===== config.mk =====
export PLATFORM = sky130hd
export DESIGN_NAME = sram_ab_arbiter
export DESIGN_NICKNAME = d
export VERILOG_FILES = /design/src/rtl/sram_ab_arbiter.sv
export SDC_FILE = /design/constraint.sdc
export NUM_CORES = 1
export LEC_CHECK = 0
export CAP_MARGIN = 20
export CELL_PAD_IN_SITES_DETAIL_PLACEMENT = 0
export CELL_PAD_IN_SITES_GLOBAL_PLACEMENT = 1
export CORE_UTILIZATION = 16
export CTS_CLUSTER_SIZE = 14
export DETAILED_ROUTE_END_ITERATION = 7
export PLACE_DENSITY_LB_ADDON = 0.05
export SLEW_MARGIN = 10
export SYNTH_ARGS = -nofsm -noshare
export SYNTH_HDL_FRONTEND = slang
export SYNTH_SLANG_ARGS = --single-unit

===== constraint.sdc =====
create_clock -name clk -period 2.41 [get_ports clk]
set_input_delay 0.241 -clock clk [delete_from_list [all_inputs] [get_ports clk]]
set_output_delay 0.241 -clock clk [all_outputs]
set_load 0.02 [all_outputs]

===== src/rtl/sram_ab_arbiter.sv =====
// sram_ab_arbiter: round-robin sharing of one sram_ab word SRAM among
// NUM_REQ clients, with optional zero-fill of every word after reset.
//
// Ports:
//   clk, rst            clock, synchronous active-high reset
//   rd_valid/rd_addr    per-client read requests (packed, client i at i*ADDR_W)
//   rd_ready            one-hot read grant (combinational)
//   rsp_valid/rsp_rdata one-hot read-data strobe and shared read data
//   wr_valid/wr_addr/wr_wdata/wr_wmask  per-client masked write requests
//   wr_ready            one-hot write grant (combinational)
//   init_done           high once clients are being served
//   a_en/a_re/a_addr    SRAM port A (read) controls; a_rdata/a_rvalid back
//   b_en/b_we/b_addr/b_wdata/b_wmask    SRAM port B (write) controls
//   perf_*              grant/stall counters, only with SRAM_ARB_PERF_CNT_EN
//
// Define SRAM_ARB_PERF_CNT_EN to add the performance counter outputs.
module sram_ab_arbiter #(
    parameter int NUM_REQ        = 2,
    parameter int ADDR_W         = 10,
    parameter int DATA_W         = 32,
    parameter int CLEAR_ON_RESET = 1
) (
    input  logic                            clk,
    input  logic                            rst,
    input  logic [NUM_REQ-1:0]              rd_valid,
    input  logic [NUM_REQ*ADDR_W-1:0]       rd_addr,
    output logic [NUM_REQ-1:0]              rd_ready,
    output logic [NUM_REQ-1:0]              rsp_valid,
    output logic [DATA_W-1:0]               rsp_rdata,
    input  logic [NUM_REQ-1:0]              wr_valid,
    input  logic [NUM_REQ*ADDR_W-1:0]       wr_addr,
    input  logic [NUM_REQ*DATA_W-1:0]       wr_wdata,
    input  logic [NUM_REQ*(DATA_W/8)-1:0]   wr_wmask,
    output logic [NUM_REQ-1:0]              wr_ready,
    output logic                            init_done,
    output logic                            a_en,
    output logic                            a_re,
    output logic [ADDR_W-1:0]               a_addr,
    input  logic [DATA_W-1:0]               a_rdata,
    input  logic                            a_rvalid,
    output logic                            b_en,
    output logic                            b_we,
    output logic [ADDR_W-1:0]               b_addr,
    output logic [DATA_W-1:0]               b_wdata,
    output logic [(DATA_W/8)-1:0]           b_wmask
`ifdef SRAM_ARB_PERF_CNT_EN
    ,
    output logic [31:0]                     perf_rd_grant,
    output logic [31:0]                     perf_rd_stall,
    output logic [31:0]                     perf_wr_grant,
    output logic [31:0]                     perf_wr_stall
`endif
);
    localparam int BYTE_W = DATA_W / 8;
    localparam int IDX_W  = (NUM_REQ > 1) ? $clog2(NUM_REQ) : 1;
    localparam logic [0:0] S_CLEAR = 1'b0;
    localparam logic [0:0] S_RUN   = 1'b1;
    localparam logic [IDX_W-1:0] LAST = IDX_W'(NUM_REQ - 1);

    // Returns {found, index}: first valid at or above ptr, else first below.
    function automatic logic [IDX_W:0] rr_pick(input logic [NUM_REQ-1:0] v,
                                               input logic [IDX_W-1:0] ptr);
        logic             found;
        logic [IDX_W-1:0] idx;
        found = 1'b0;
        idx   = '0;
        for (int i = 0; i < NUM_REQ; i++) begin
            if (!found && v[i] && (IDX_W'(i) >= ptr)) begin
                found = 1'b1;
                idx   = IDX_W'(i);
            end
        end
        for (int i = 0; i < NUM_REQ; i++) begin
            if (!found && v[i] && (IDX_W'(i) < ptr)) begin
                found = 1'b1;
                idx   = IDX_W'(i);
            end
        end
        return {found, idx};
    endfunction

    function automatic logic [IDX_W-1:0] rr_next(input logic [IDX_W-1:0] w);
        return (w == LAST) ? '0 : w + 1'b1;
    endfunction

    logic [0:0]        state_q, state_d;
    logic [ADDR_W-1:0] cnt_q, cnt_d;
    logic [IDX_W-1:0]  rr_rd_q, rr_rd_d;
    logic [IDX_W-1:0]  rr_wr_q, rr_wr_d;
    // Two-stage grant-ID pipe matching the SRAM read latency.
    logic              id0_v_q, id0_v_d, id1_v_q, id1_v_d;
    logic [IDX_W-1:0]  id0_idx_q, id0_idx_d, id1_idx_q, id1_idx_d;

    logic [IDX_W:0]    rd_pick, wr_pick;
    logic              rd_any, wr_any;
    logic [IDX_W-1:0]  rd_win, wr_win;
    logic              run, clr;

    assign rd_pick = rr_pick(rd_valid, rr_rd_q);
    assign wr_pick = rr_pick(wr_valid, rr_wr_q);
    assign rd_any  = rd_pick[IDX_W];
    assign wr_any  = wr_pick[IDX_W];
    assign rd_win  = rd_pick[IDX_W-1:0];
    assign wr_win  = wr_pick[IDX_W-1:0];

    // Outputs are held at their reset values while rst is high.
    assign run = !rst && (state_q == S_RUN);
    assign clr = !rst && (state_q == S_CLEAR);

    always_comb begin
        state_d   = state_q;
        cnt_d     = cnt_q;
        if (state_q == S_CLEAR) begin
            cnt_d = cnt_q + 1'b1;
            if (cnt_q == '1) state_d = S_RUN;
        end
        rr_rd_d   = (run && rd_any) ? rr_next(rd_win) : rr_rd_q;
        rr_wr_d   = (run && wr_any) ? rr_next(wr_win) : rr_wr_q;
        id0_v_d   = run && rd_any;
        id0_idx_d = rd_win;
        id1_v_d   = id0_v_q;
        id1_idx_d = id0_idx_q;
    end

    always_comb begin
        rd_ready  = '0;
        wr_ready  = '0;
        a_addr    = '0;
        b_addr    = '0;
        b_wdata   = '0;
        b_wmask   = '0;
        if (run && rd_any) rd_ready = NUM_REQ'(1) << rd_win;
        if (run && wr_any) wr_ready = NUM_REQ'(1) << wr_win;
        for (int i = 0; i < NUM_REQ; i++) begin
            if (rd_win == IDX_W'(i)) a_addr = rd_addr[i*ADDR_W +: ADDR_W];
            if (wr_win == IDX_W'(i)) begin
                b_addr  = wr_addr[i*ADDR_W +: ADDR_W];
                b_wdata = wr_wdata[i*DATA_W +: DATA_W];
                b_wmask = wr_wmask[i*BYTE_W +: BYTE_W];
            end
        end
        if (clr) begin
            b_addr  = cnt_q;
            b_wdata = '0;
            b_wmask = '1;
        end
        a_en      = run && rd_any;
        a_re      = a_en;
        b_en      = clr || (run && wr_any);
        b_we      = b_en;
        init_done = rst ? (CLEAR_ON_RESET == 0) : (state_q == S_RUN);
        rsp_valid = '0;
        rsp_rdata = '0;
        // Unclaimed SRAM data (e.g. across a reset) is dropped here.
        if (!rst && a_rvalid && id1_v_q) begin
            rsp_valid = NUM_REQ'(1) << id1_idx_q;
            rsp_rdata = a_rdata;
        end
    end

    always_ff @(posedge clk) begin
        if (rst) begin
            state_q   <= (CLEAR_ON_RESET != 0) ? S_CLEAR : S_RUN;
            cnt_q     <= '0;
            rr_rd_q   <= '0;
            rr_wr_q   <= '0;
            id0_v_q   <= 1'b0;
            id0_idx_q <= '0;
            id1_v_q   <= 1'b0;
            id1_idx_q <= '0;
        end else begin
            state_q   <= state_d;
            cnt_q     <= cnt_d;
            rr_rd_q   <= rr_rd_d;
            rr_wr_q   <= rr_wr_d;
            id0_v_q   <= id0_v_d;
            id0_idx_q <= id0_idx_d;
            id1_v_q   <= id1_v_d;
            id1_idx_q <= id1_idx_d;
        end
    end

`ifdef SRAM_ARB_PERF_CNT_EN
    function automatic logic [31:0] popcnt(input logic [NUM_REQ-1:0] v);
        logic [31:0] n;
        n = '0;
        for (int i = 0; i < NUM_REQ; i++) n = n + 32'(v[i]);
        return n;
    endfunction

    function automatic logic [31:0] sat_add(input logic [31:0] a,
                                            input logic [31:0] b);
        logic [32:0] s;
        s = {1'b0, a} + {1'b0, b};
        return s[32] ? '1 : s[31:0];
    endfunction

    logic [31:0] rd_grant_q, rd_grant_d, rd_stall_q, rd_stall_d;
    logic [31:0] wr_grant_q, wr_grant_d, wr_stall_q, wr_stall_d;

    always_comb begin
        rd_grant_d = rd_grant_q;
        rd_stall_d = rd_stall_q;
        wr_grant_d = wr_grant_q;
        wr_stall_d = wr_stall_q;
        if (run) begin
            rd_grant_d = rd_grant_q + 32'(rd_any);
            wr_grant_d = wr_grant_q + 32'(wr_any);
            rd_stall_d = sat_add(rd_stall_q, popcnt(rd_valid & ~rd_ready));
            wr_stall_d = sat_add(wr_stall_q, popcnt(wr_valid & ~wr_ready));
        end
    end

    always_ff @(posedge clk) begin
        if (rst) begin
            rd_grant_q <= '0;
            rd_stall_q <= '0;
            wr_grant_q <= '0;
            wr_stall_q <= '0;
        end else begin
            rd_grant_q <= rd_grant_d;
            rd_stall_q <= rd_stall_d;
            wr_grant_q <= wr_grant_d;
            wr_stall_q <= wr_stall_d;
        end
    end

    assign perf_rd_grant = rd_grant_q;
    assign perf_rd_stall = rd_stall_q;
    assign perf_wr_grant = wr_grant_q;
    assign perf_wr_stall = wr_stall_q;
`endif
endmodule

==> summary by stage <==
Cells and area
The post-route cell area is 0.00483 mm². The antenna diode count is 0. The area growth from synthesis to layout is 146%. In the final layout, the share of cells above drive strength 1 is 7.80%. Fill cells in the final layout number 1249. Once layout is complete, the cells apart from fillers number 698.

The final-stage net count is 704. The final core area utilization is 40.2%.

Critical path
The worst setup path is captured at a primary output. The slowest stage of the critical path belongs to the cell clkdlybuf4s50_1. The critical path data required time is 2.17 ns. STA classifies the critical path startpoint as an input pin. The largest single stage delay on the critical path is 0.62 ns.

The most used cell along the critical path is clkdlybuf4s50_1. The largest fanout on the critical path is 29. The kind of cell adding the most delay to the critical path is buffers and inverters. The critical path goes through clkdlybuf4s50_1, nor2b_4, buf_12, o21ai_0, a31oi_1, clkdlybuf4s50_1. The start-to-end type of the worst setup path is in2out. At the worst endpoint, the arrival time is 2.09 ns. The critical path contains buffers and inverters numbering 3 combined.

Routing
The iteration count of the initial detailed-routing pass is 4. Dividing the detail-routed wire length by the instance count gives 15.3 µm. In the routed design, unresolved DRC markers number 0.

The count of nets left with antenna violations once routing finished came out at 0. The routed design has 10.7 mm of wire. The violation count after the first detailed-route iteration is just over 100.

The detailed-route via count is around 3200. In the routed layout, each cell is associated on average with a via count of ~4.6.

Placed design
The HPWL reported at the end of detailed placement is 8.47 mm. The number of placed instances, taps included is 694. The count of buffers added on input and output ports is around 250.

The congestion estimate from routability-driven global placement came to 0.699. The setup slack after placement is 0.0231 ns. The total cell area at the placement stage is between 0.004 and 0.005 mm².

GRT
Entering global routing, the biggest net connects 34 pins. The global router's overall resource usage is 16.1%. The wire length of the first global-routing pass is 16.6 mm. The via count of the first global-routing pass is roughly 3300. The initial antenna violation count is 0. After global routing the overflow that remains totals 0.

Logic synthesis
After synthesis, the share of flip-flops with an asynchronous set or reset is 0%. The number of enable flip-flop cells after synthesis is 0. During synthesis, Yosys emitted a total of 0 warnings. Synthesis handed over a netlist of 314 instances. For this run, the register share of the synthesized area comes to approximately 17%. Ranked by total cell area, the synthesized netlist is headed by dfxtp_1 17%, nand3_1 13%, o21ai_0 12%, and2_1 11%, a21oi_1 10%. The netlist uses 35 different library cells. The synthesized netlist net count is 466. The synthesized area is 0.00197 mm².

Each instance of the synthesized netlist takes up on average 6.26 µm². The dominant register cell in the synthesized netlist is dfxtp_1. In this run, synthesis produced a sequential element count of 17. Summed over its instances, the top area cell type makes up 17.3% of the synthesized netlist area. The commonest cells after synthesis are 52 x nand3_1, 47 x o21ai_0, 40 x a21oi_1. In the post-synthesis netlist, the cell with the most instances is nand3_1. The biggest area contributor in the post-synthesis netlist is dfxtp_1.

Die
The floorplan step set the die height to 113 µm. The floorplan step defined a core boundary enclosing about 0.012 mm². During I/O placement, the number of pins put on the boundary was 250.

The initialized floorplan defines 40 standard-cell rows. The starting density of the core is 16.4%. The die covers 0.0127 mm². The x dimension of the die is 113 µm.

STA
The tightest slew margin relative to the limit is 73.4%. The number of slew-limit violations in the final report is 0. For the pin with the worst max-slew slack, the measured transition is ~0.4 ns. Setup slack on the critical path of the routed design comes to 0.0773 ns.

The number of hold violations in the final report is 0. Setup repair after global routing could not meet its margin everywhere. The clock tree skew after final layout is a little over 0.003 ns. The final critical-path required period is roughly 2.3 ns.

For this run, the top clock speed supported by timing is around 430 MHz. The sum of negative setup slack is 0 ns. In the finished design, the share of the clock period the worst path needs comes to between 90% and 100%.

Setup violations remaining at the end of the flow were counted as 0.

Clock network
The number of hold buffers added after CTS is 0. The clock edge transition at the registers on the reported setup and hold paths is ~0.05 ns. In this run the number of H-tree levels came out at 1.

CTS placed an instance of clkbuf_16 at the clock tree root. TritonCTS built the clock tree. The CTS buffer count is 3. Counting along the longest clock path gives a buffer depth of 2. The clock latency of the later-clocked register in the worst-skew pair is 0.25 ns. The number of clock sinks is 17.

Pwr
The standby leakage power is roughly 1.9 nW. For this design the ratio of total power to cell area is 273 mW/mm². The worst supply voltage drop on vdd is 184 µV.

Status
The run finished with clean final reports.

Hold path
The path class of the tightest hold or removal check is reg2reg.

Flow run
Across the run, the number of max-cap violations was 0.
==> kinds of logic (layout without fill, tap and decap cells) <==
family / Yosys count / after routing / synth area share [%]
buffers and inverters: 41 / 278 / 8.59
xor gates and xnor gates: 4 / 4 / 1.78
DFF: 17 / 17 / 17.3
and+or+nand+nor: 136 / 136 / 37.8
AOI/OAI and AO/OA: 104 / 104 / 27.6
muxes: 11 / 11 / 6.24
adders and majority gates: 1 / 1 / 0.636
==> final timing paths <==
| check | from | end | slack (ns) | depth (start not counted) |
|---|---|---|---|---|
| hold / removal | id0_v_q$_SDFF_PP0_ | id1_v_q$_SDFF_PP0_ | 0.44 | 1 |
| setup reg to reg | cnt_q[0]$_SDFFE_PP0N_ | cnt_q[8]$_SDFFE_PP0N_ | 0.93 | 4 |
| hold reg to reg | id0_v_q$_SDFF_PP0_ | id1_v_q$_SDFF_PP0_ | 0.44 | 1 |
| setup / recovery | wr_valid[0] | b_addr[9] | 0.08 | 6 |
==> through the flow <==
stage	power (W)	hold slack [ns]
3_5_place_dp	0.000994	0.429
3_3_place_gp	0.000993	0.424
6_report	0.00132	0.439
5_1_grt	0.00140	0.467
2_1_floorplan	0.000549	0.367
4_1_cts	0.00134	0.442
==> placed cells by master (no fill, tap or decap), types with 3 or more instances in the layout <==
cell / instances
a21oi_1: 40
a31oi_1: 10
and2_1: 34
buf_12: 5
buf_4: 15
clkbuf_16: 3
clkdlybuf4s50_1: 235
dfxtp_1: 17
dlymetal6s2s_1: 13
inv_1: 5
mux2_2: 10
nand2_1: 5
nand3_1: 52
nor2_1: 24
nor2b_1: 3
o21ai_0: 47
o21ai_1: 3
xor2_1: 3
==> what timing repair did <==
action,4_1_cts,5_1_grt
resized for setup,0,13
setup buffers,0,0
endpoints found under the setup margin,0,19
==> registers in the layout (all words and copies together), names as in the netlist <==
signal,count
id0_idx_q,1
id1_v_q,1
rr_rd_q,1
rr_wr_q,1
state_q,1
id0_v_q,1
id1_idx_q,1
cnt_q,10
==> per-layer routing <==
metal | wire length [µm] | vias to the layer above | global-route usage, %
met2 | 5570 | 133 | 31.0
met4 | 93 | 0 | 2.67
li1 | - | 1580 | -
met3 | 810 | 8 | 3.64
met1 | 4180 | 1471 | 18.2
met5 | 0 | - | 0
==> power breakdown <==
group | switching, W | total [W] | internal (W)
combinational | 0.000276 | 0.000683 | 0.000407
clock | 0.000118 | 0.000342 | 0.000224
sequential | 0.00000843 | 0.000295 | 0.000287
total | 0.000402 | 0.00132 | 0.000917
==> area by class of cell <==
| class | instances | area (µm²) | share of cell area (%) |
|---|---|---|---|
| clock buffers | 3 | 75.1 | 1.56 |
| flip-flops and latches | 17 | 340 | 7.05 |
| well taps | 147 | 184 | 3.81 |
| clock inverters | 1 | 7.51 | 0.156 |
| multi-input cells | 256 | 1470 | 30.4 |
| inverters | 5 | 18.8 | 0.389 |
| repair buffers | 269 | 2730 | 56.6 |
Power figures use the tool's default switching activity.
